`config.mk`:
```
export PLATFORM = sky130hd
export DESIGN_NAME = deserializer
export DESIGN_NICKNAME = d
export VERILOG_FILES = /design/src/rtl/deserializer.sv
export SDC_FILE = /design/constraint.sdc
export NUM_CORES = 1
export LEC_CHECK = 0
export ABC_CLOCK_PERIOD_IN_PS = 4500
export CAP_MARGIN = 20
export CORE_ASPECT_RATIO = 2
export CORE_UTILIZATION = 66
export CTS_CLUSTER_DIAMETER = 80
export DETAILED_ROUTE_END_ITERATION = 8
export DONT_BUFFER_PORTS = 1
export PLACE_DENSITY = 0.91
export SYNTH_ARGS = -nofsm -noshare
export SYNTH_HDL_FRONTEND = slang
export SYNTH_SLANG_ARGS = --single-unit
```
`constraint.sdc`:
```
create_clock -name clk -period 4.5 [get_ports clk]
set_clock_uncertainty 0.05 [all_clocks]
set_input_delay 0.45 -clock clk [delete_from_list [all_inputs] [get_ports clk]]
set_output_delay 0.45 -clock clk [all_outputs]
set_load 0.02 [all_outputs]
```
`src/rtl/deserializer.sv`:
```
// Serial-to-parallel receiver for a 16-bit MSB-first stream framed as SYNC_WORD + payload.
// Hunts bit-by-bit for the sync pattern, then emits each payload word and tracks consecutive sync misses.
module deserializer #(
  parameter int                   WIDTH     = 16,
  parameter logic [WIDTH-1:0]     SYNC_WORD = 16'hA5C3,
  parameter int                   MISS_MAX  = 3,
  parameter int                   ERR_W     = 8
) (
  input  logic             clk,
  input  logic             rst_n,
  input  logic             in,
  output logic [WIDTH-1:0] data_out,
  output logic             valid,
  output logic             locked,
  output logic [ERR_W-1:0] err_cnt
);

  localparam int            CW   = $clog2(WIDTH);
  localparam logic [CW-1:0] LAST = CW'(WIDTH - 1);
  localparam logic [3:0]    MISS_LIMIT = 4'(MISS_MAX);

  typedef enum logic [1:0] {HUNT, PAYLOAD, CHECK} state_t;

  state_t           state;
  logic [WIDTH-2:0] sr;
  logic [CW-1:0]    cnt;
  logic [3:0]       miss;
  logic [WIDTH-1:0] win;
  logic [3:0]       miss_inc;

  // Only WIDTH-1 history bits are kept; the current input completes the window.
  assign win      = {sr, in};
  assign miss_inc = miss + 4'd1;

  always_ff @(posedge clk or negedge rst_n) begin
    if (!rst_n) begin
      state    <= HUNT;
      sr       <= '0;
      cnt      <= '0;
      miss     <= '0;
      data_out <= '0;
      valid    <= 1'b0;
      locked   <= 1'b0;
      err_cnt  <= '0;
    end else begin
      sr    <= win[WIDTH-2:0];
      valid <= 1'b0;
      case (state)
        HUNT: begin
          if (win == SYNC_WORD) begin
            state  <= PAYLOAD;
            cnt    <= '0;
            locked <= 1'b1;
          end
        end
        PAYLOAD: begin
          if (cnt == LAST) begin
            data_out <= win;
            valid    <= 1'b1;
            cnt      <= '0;
            state    <= CHECK;
          end else begin
            cnt <= cnt + CW'(1);
          end
        end
        CHECK: begin
          if (cnt == LAST) begin
            cnt <= '0;
            if (win == SYNC_WORD) begin
              miss  <= '0;
              state <= PAYLOAD;
            end else begin
              if (err_cnt != '1) err_cnt <= err_cnt + ERR_W'(1);
              // Too many consecutive misses: give up alignment and slide again from the next bit.
              if (miss_inc == MISS_LIMIT) begin
                miss   <= '0;
                state  <= HUNT;
                locked <= 1'b0;
              end else begin
                miss  <= miss_inc;
                state <= PAYLOAD;
              end
            end
          end else begin
            cnt <= cnt + CW'(1);
          end
        end
        default: state <= HUNT;
      endcase
    end
  end

endmodule

```
==> results.tsv, run 1 <==
stage	metric	value	unit
status	outcome	complete, no violations	
routing	DRT iter0 DRCs	28	
pwr	NetSw	0.176	mW
place	Port Buf Inserts	0	
setup_path	WP data arrival	2.20	ns
cts	clk root buf	clkbuf_8	
sta	Final min period	2.05	ns
cts	postcts setup bufs	0	
place	final RePlAce weighted congestion	0.901	
sta	transition time of the tightest slew-check pin	0.589	ns
sta	RSZ-0062 raised after global routing	false	
layout	fin nets	181	
place	placed cell count	191	
pwr	Pint	0.607	mW
yosys	post-synthesis sequential area ratio	57.6	%
die	I/O pins	29	
setup_path	crit end category	flip-flop	
sta	Slew HR	60.8	%
yosys	cell taking the most area after synthesis	dfrtp_1	
routing	post-DR vias/cell	6.64	
pwr	P per Cell Area	333	nW/µm²
sta	setup tns final	0	ns
sta	Max Freq	0.489	GHz
cts	# resized after CTS	0	
routing	post-DR wirelength/cell	19.4	µm
cts	cts bufs inserted	5	
cts	CTS clock-pin slew for the worst setup and hold paths	0.09	ns
flow_run	max-cap violations	0	
worst_hold_path	hold crit path type	in2reg	
layout	Filler cells	207	
grt	number of global-route vias before repair	1435	
yosys	synth unique cells	46	
cts	CTS tree	yes	
pwr	total chip power	0.783	mW
pwr	Sw Ratio	22.5	%
yosys	Cells after Synth	164	
yosys	synth top area cells	dfrtp_1 (58%), mux2_2 (9.7%), ha_1 (5.1%)	
routing	via count	1334	
cts	Clock Latency Late Sink	0.31	ns
grt	largest net degree at the start of global routing	52	
yosys	Synth warnings	0	
routing	Antenna Nets Post-Route	0	
die	core area	3190	µm²
sta	period utilization	45.4	%
setup_path	critical path required time	4.65	ns
cts	# clock sinks	51	
sta	Final Hold Viols	0	
yosys	Syn Area/Cell	13.5	µm²
layout	most common cell after layout, fill and taps aside	dfrtp_1	
layout	layout cell share with drive strength beyond 1	23.5	%
routing	total iterations of the first detailed-routing run	4	
layout	Antenna diodes	0	
yosys	Syn Nets	176	
pwr	clock share of power	34.6	%
routing	DRC viols	0	
cts	Hold-fix buffers, CTS	2	
setup_path	CP max FO	8	
setup_path	delay of the slowest critical-path stage	0.43	ns
place	post-DP HPWL	2820	µm
grt	first-pass GRT wire length	6350	µm
pwr	Comb pwr share	2.6	%
layout	Area Overhead vs Synth	5.98	%
grt	initial antenna violation count	0	
setup_path	CP max stage cell	dfrtp_1	
die	starting density of the core	69.4	%
routing	final wirelength	3910	µm
setup_path	crit path launch type	flip-flop	
yosys	Yosys reg bits	51	
sta	final setup fails	0	
pwr	worst vdd rail ir drop	362	µV
layout	multi-input logic area	871	µm²
grt	global route overflow	0	
pwr	Reg power frac	62.8	%
setup_path	Crit Path Category	reg2reg	
die	num rows	29	
die	DIE AREA	3610	µm²
pwr	Pleak	1.06	nW
layout	most frequent cells in the layout	dfrtp_1 (51), mux2_2 (19), ha_1 (9), inv_1 (8)	
cts	Clock Tree Buf Depth	2	
setup_path	critical path, cell by cell	inv_1 > ha_1 > nand4_2 > o21bai_4 > nor2_1 > mux2_2	
yosys	Mapped Area	2220	µm²
yosys	area share of the leading cell type in the synthesized netlist	57.6	%
die	Die Height	84.0	µm
layout	FF/Latch Area	1280	µm²
die	width of the die	43.0	µm
sta	Slew Limit Fails	0	
layout	non-filler cells, final	201	
grt	gr usage total	24.0	%
cts	CTS H-Tree Depth	2	
power by group through the flow:
stage	clock [mW]	combinational, mW	sequential (mW)
2_1_floorplan	0	0.00781	0.497
3_3_place_gp	0	0.00822	0.501
3_5_place_dp	0	0.00897	0.501
4_1_cts	0.279	0.0213	0.492
5_1_grt	0.295	0.0232	0.494
6_report	0.271	0.0207	0.492
worst paths after layout:
kind | startpoint | slack, ns | to | depth (start not counted)
worst min register to register | sr[7] | 0.35 | sr[8] | 0
worst max-delay path | state[0] | 2.45 | err_cnt[1] | 6
worst min-delay path | in | 0.12 | sr[0] | 0
worst max register to register | state[0] | 2.45 | err_cnt[1] | 6
min in group asynchronous | rst_n | 0.60 | miss[1] | 2
max in group asynchronous | rst_n | 3.57 | data_out[4] | 2
routing by layer:
metal	up-vias	routed length, µm	global-route usage (%)
met5	-	0	0
met3	13	218	6.06
met1	664	1380	25.2
li1	601	-	-
met4	0	115	12.4
met2	56	2190	42.0
final cells by class:
type | count | area share, %
sequential | 51 | 54.3
multi-input combinational | 101 | 37.1
clock buffer | 6 | 3.51
tap | 31 | 1.65
timing repair buffer | 2 | 1.60
inverter | 8 | 1.28
clock inverter | 2 | 0.586
kinds of logic (layout without fill, tap and decap cells):
| family | Yosys count | after routing | share of synthesized area, % |
|---|---|---|---|
| flops | 51 | 51 | 57.6 |
| simple gates | 42 | 42 | 13.2 |
| compound gates | 23 | 23 | 8.01 |
| mux | 21 | 21 | 10.6 |
| buf+inv | 12 | 18 | 3.16 |
| fa+ha+maj | 9 | 9 | 5.08 |
| xor+xnor | 6 | 6 | 2.37 |
flip-flops by register name (all words and copies together) (netlist names):
register and cells:
sr 15, miss 4, data_out 16, cnt 4, locked 1, err_cnt 8, state 2, valid 1
critical path: cells and delay by family (launching register included):
| family | cells | cell delay [ns] |
|---|---|---|
| adder cells (fa/ha/maj) | 1 | 0.26 |
| AO/OA/AOI/OAI | 1 | 0.29 |
| buffers and inverters | 1 | 0.12 |
| multiplexers | 1 | 0.36 |
| flip-flops | 1 | 0.43 |
| AND/OR/NAND/NOR | 2 | 0.43 |
synthesized netlist by cell type (all sizes together):
cell	count
nand2b	1
buf	3
and3	3
nor2b	1
nor3b	2
a32o	2
nor2	6
nand2	6
a221oi	1
a31o	1
clkbuf	1
mux2i	1
nand3	5
dfrtp	51
a22o	1
a21bo	1
and4b	1
nor3	5
o41ai	1
o21ai	3
inv	8
o211ai	1
nand3b	1
a21oi	5
nor4b	2
o21bai	2
nor4	2
mux2	20
nand4	3
xor2	6
o22ai	1
o2bb2ai	1
a31oi	2
and4	2
ha	9
a21boi	1
and4bb	2
metrics by stage:
step                setup slack [ns]  cell area (µm²)  utilization [%]  hold WS, ns
finish                          2.45             2350             73.6        0.118
global route                    2.31             2350             73.6       0.0987
CTS                             2.46             2350             73.6        0.106
detailed placement              2.48             2220             69.4        0.106
global placement                2.60             2220             69.4        0.106
floorplan                       2.67             2220                -        0.104
(Power assumes the default switching activity.)
==> inputs of run 2 (changes only) <==
==> config.mk (replaced) <==
export PLATFORM = sky130hd
export DESIGN_NAME = deserializer
export DESIGN_NICKNAME = d
export VERILOG_FILES = /design/src/rtl/deserializer.sv
export SDC_FILE = /design/constraint.sdc
export NUM_CORES = 1
export LEC_CHECK = 0
export ABC_CLOCK_PERIOD_IN_PS = 1900
export CAP_MARGIN = 20
export CORE_ASPECT_RATIO = 2
export CORE_UTILIZATION = 62
export CTS_CLUSTER_DIAMETER = 80
export DETAILED_ROUTE_END_ITERATION = 8
export DONT_BUFFER_PORTS = 1
export PLACE_DENSITY = 0.87
export SYNTH_ARGS = -nofsm -noshare
export SYNTH_HDL_FRONTEND = slang
export SYNTH_SLANG_ARGS = --single-unit
==> constraint.sdc (replaced) <==
create_clock -name clk -period 1.9 [get_ports clk]
set_clock_uncertainty 0.05 [all_clocks]
set_input_delay 0.19 -clock clk [delete_from_list [all_inputs] [get_ports clk]]
set_output_delay 0.19 -clock clk [all_outputs]
set_load 0.02 [all_outputs]
==> results.tsv, run 2 (same netlist as run 1, synthesis figures left out) <==
stage	metric	value	unit	change
sta	period utilization	96.4	%	was 45.4%
sta	Slew HR	72.2	%	was 60.8%
place	post-DP HPWL	2890	µm	was 2820 µm
grt	first-pass GRT wire length	6810	µm	was 6350 µm
setup_path	critical path, cell by cell	nor4b_2 > and4_1 > buf_4 > o21ai_0 > a32o_1		was inv_1 > ha_1 > nand4_2 > o21bai_4 > nor2_1 > mux2_2
sta	Slew Limit Fails	0		unchanged
layout	layout cell share with drive strength beyond 1	28.2	%	was 23.5%
cts	Clock Latency Late Sink	0.30	ns	was 0.31 ns
cts	CTS H-Tree Depth	2		unchanged
status	outcome	complete, no violations		unchanged
setup_path	Reg2Reg Launch Point	sr[1]		was state[0]
setup_path	CP max stage cell	dfrtp_1		unchanged
cts	postcts setup bufs	0		unchanged
cts	clk root buf	clkbuf_8		unchanged
layout	most frequent cells in the layout	dfrtp_1 (51), mux2_2 (19), buf_4 (10), inv_1 (8), ha_1 (8)		was dfrtp_1 (51), mux2_2 (19), ha_1 (9), inv_1 (8)
place	Port Buf Inserts	0		unchanged
setup_path	Setup crit end	cnt[3]		was err_cnt[1]
routing	via count	1380		was 1334
routing	post-DR wirelength/cell	18.1	µm	was 19.4 µm
die	Die Height	86.6	µm	was 84.0 µm
setup_path	cell family with most CP delay	simple AND/OR/NAND/NOR gates		was flip-flops
layout	Largest regs	data_out (16), sr (15), err_cnt (8)		unchanged
layout	Area Overhead vs Synth	11.2	%	was 5.98%
die	I/O pins	29		unchanged
setup_path	Crit Path Category	reg2reg		unchanged
cts	Clock Tree Buf Depth	2		unchanged
place	final RePlAce weighted congestion	0.825		was 0.901
sta	final setup fails	0		unchanged
cts	CTS tree	yes		unchanged
die	num rows	30		was 29
setup_path	delay of the slowest critical-path stage	0.42	ns	was 0.43 ns
setup_path	Crit path buffers/inverters	1		unchanged
setup_path	R2R setup slack	0.07	ns	was 2.45 ns
grt	largest net degree at the start of global routing	52		unchanged
die	width of the die	44.3	µm	was 43.0 µm
layout	Reg with most FFs	data_out		unchanged
die	core area	3420	µm²	was 3190 µm²
setup_path	crit path from	sr[1]		was state[0]
setup_path	Crit path depth	5		was 6
layout	Largest register FFs	16		unchanged
grt	number of global-route vias before repair	1529		was 1435
sta	RSZ-0062 raised after global routing	false		unchanged
worst_hold_path	hold crit path type	in2async		was in2reg
sta	Final Hold Viols	0		unchanged
routing	final wirelength	4140	µm	was 3910 µm
routing	total iterations of the first detailed-routing run	4		unchanged
sta	Max Freq	0.546	GHz	was 0.489 GHz
die	DIE AREA	3830	µm²	was 3610 µm²
setup_path	reg2reg end	cnt[3]		was err_cnt[1]
cts	CTS clock-pin slew for the worst setup and hold paths	0.09	ns	about the same
layout	fin util	72.2	%	was 73.6%
cts	cts bufs inserted	5		unchanged
grt	initial antenna violation count	0		unchanged
sta	setup tns final	0	ns	unchanged
sta	hold_ws	0.351	ns	was 0.118 ns
flow_run	max-cap violations	0		unchanged
setup_path	Reg2Reg Depth	5		was 6
setup_path	crit path launch type	flip-flop		unchanged
routing	Antenna Nets Post-Route	0		unchanged
pwr	P per Cell Area	750	nW/µm²	was 333 nW/µm²
layout	Antenna diodes	0		unchanged
routing	DRC viols	0		unchanged
setup_path	WP data arrival	1.98	ns	was 2.20 ns
cts	# clock sinks	51		unchanged
die	starting density of the core	64.9	%	was 69.4%
routing	DRT iter0 DRCs	33		was 28
setup_path	critical path required time	2.05	ns	was 4.65 ns
routing	post-DR vias/cell	6.03		was 6.64
layout	fin nets	192		was 181
layout	most common cell after layout, fill and taps aside	dfrtp_1		unchanged
grt	global route overflow	0		unchanged
sta	Final min period	1.83	ns	was 2.05 ns
pwr	worst vdd rail ir drop	913	µV	was 362 µV
sta	transition time of the tightest slew-check pin	0.416	ns	was 0.589 ns
setup_path	crit end category	flip-flop		unchanged
grt	gr usage total	24.9	%	was 24.0%
pwr	Pleak	1.12	nW	was 1.06 nW
setup_path	CP max FO	8		unchanged
-- run 2: metal layers --
metal  global-route usage [%]  share of wire [%]  wire length (µm)  vias to the layer above
met1                     24.9                 36              1490                      705
met3                     6.25                4.1               171                       12
met5                        0                  0                 0                        -
li1                         -                  -                 -                      623
met2                     43.4                 57              2350                       40
met4                     15.7                3.2               133                        0
-- run 2: worst min path at each step --
| stage | endpoint | slack (ns) | from | cells past startpoint |
|---|---|---|---|---|
| 2_1_floorplan | cnt[0] | -0.16 | rst_n | 0 |
| 3_3_place_gp | data_out[15] | -0.15 | rst_n | 0 |
| 3_5_place_dp | miss[0] | -0.15 | rst_n | 0 |
| 4_1_cts | err_cnt[6] | 0.35 | rst_n | 2 |
| 5_1_grt | err_cnt[6] | 0.36 | rst_n | 2 |
| 6_report | miss[3] | 0.35 | rst_n | 2 |
-- run 2: repair_timing --
item / CTS / global route
hold endpoints to repair: 53 / 0
endpoints found under the setup margin: 0 / 2
hold buffers: 3 / 0
resized for setup: 0 / 3
-- run 2: metrics by stage --
step / setup WS [ns] / cell area (µm²) / cells / power, mW
floorplan: 0.0749 / 2220 / 164 / 1.20
global placement: 0.126 / 2310 / 218 / 1.20
detailed placement: 0.0114 / 2310 / 218 / 1.21
CTS: 0.00757 / 2450 / 229 / 1.87
global route: 0.000204 / 2460 / 229 / 1.92
finish: 0.0692 / 2460 / 229 / 1.85
-- run 2: layout make-up --
cell class,count,area (µm²)
Clock inverter,1,8.76
Inverter,8,30.0
Clock buffer,7,86.3
Timing Repair Buffer,13,123
Sequential cell,51,1280
Fill cell,204,951
Multi-Input combinational cell,101,881
Tap cell,48,60.1
-- run 2: power breakdown --
part           total [mW]  leakage, nW  switching, mW  internal (mW)
Combinational      0.0510        0.480         0.0271         0.0239
Sequential           1.16        0.590         0.0470           1.12
Clock               0.633       0.0484          0.335          0.298
Total                1.85         1.12          0.409           1.44
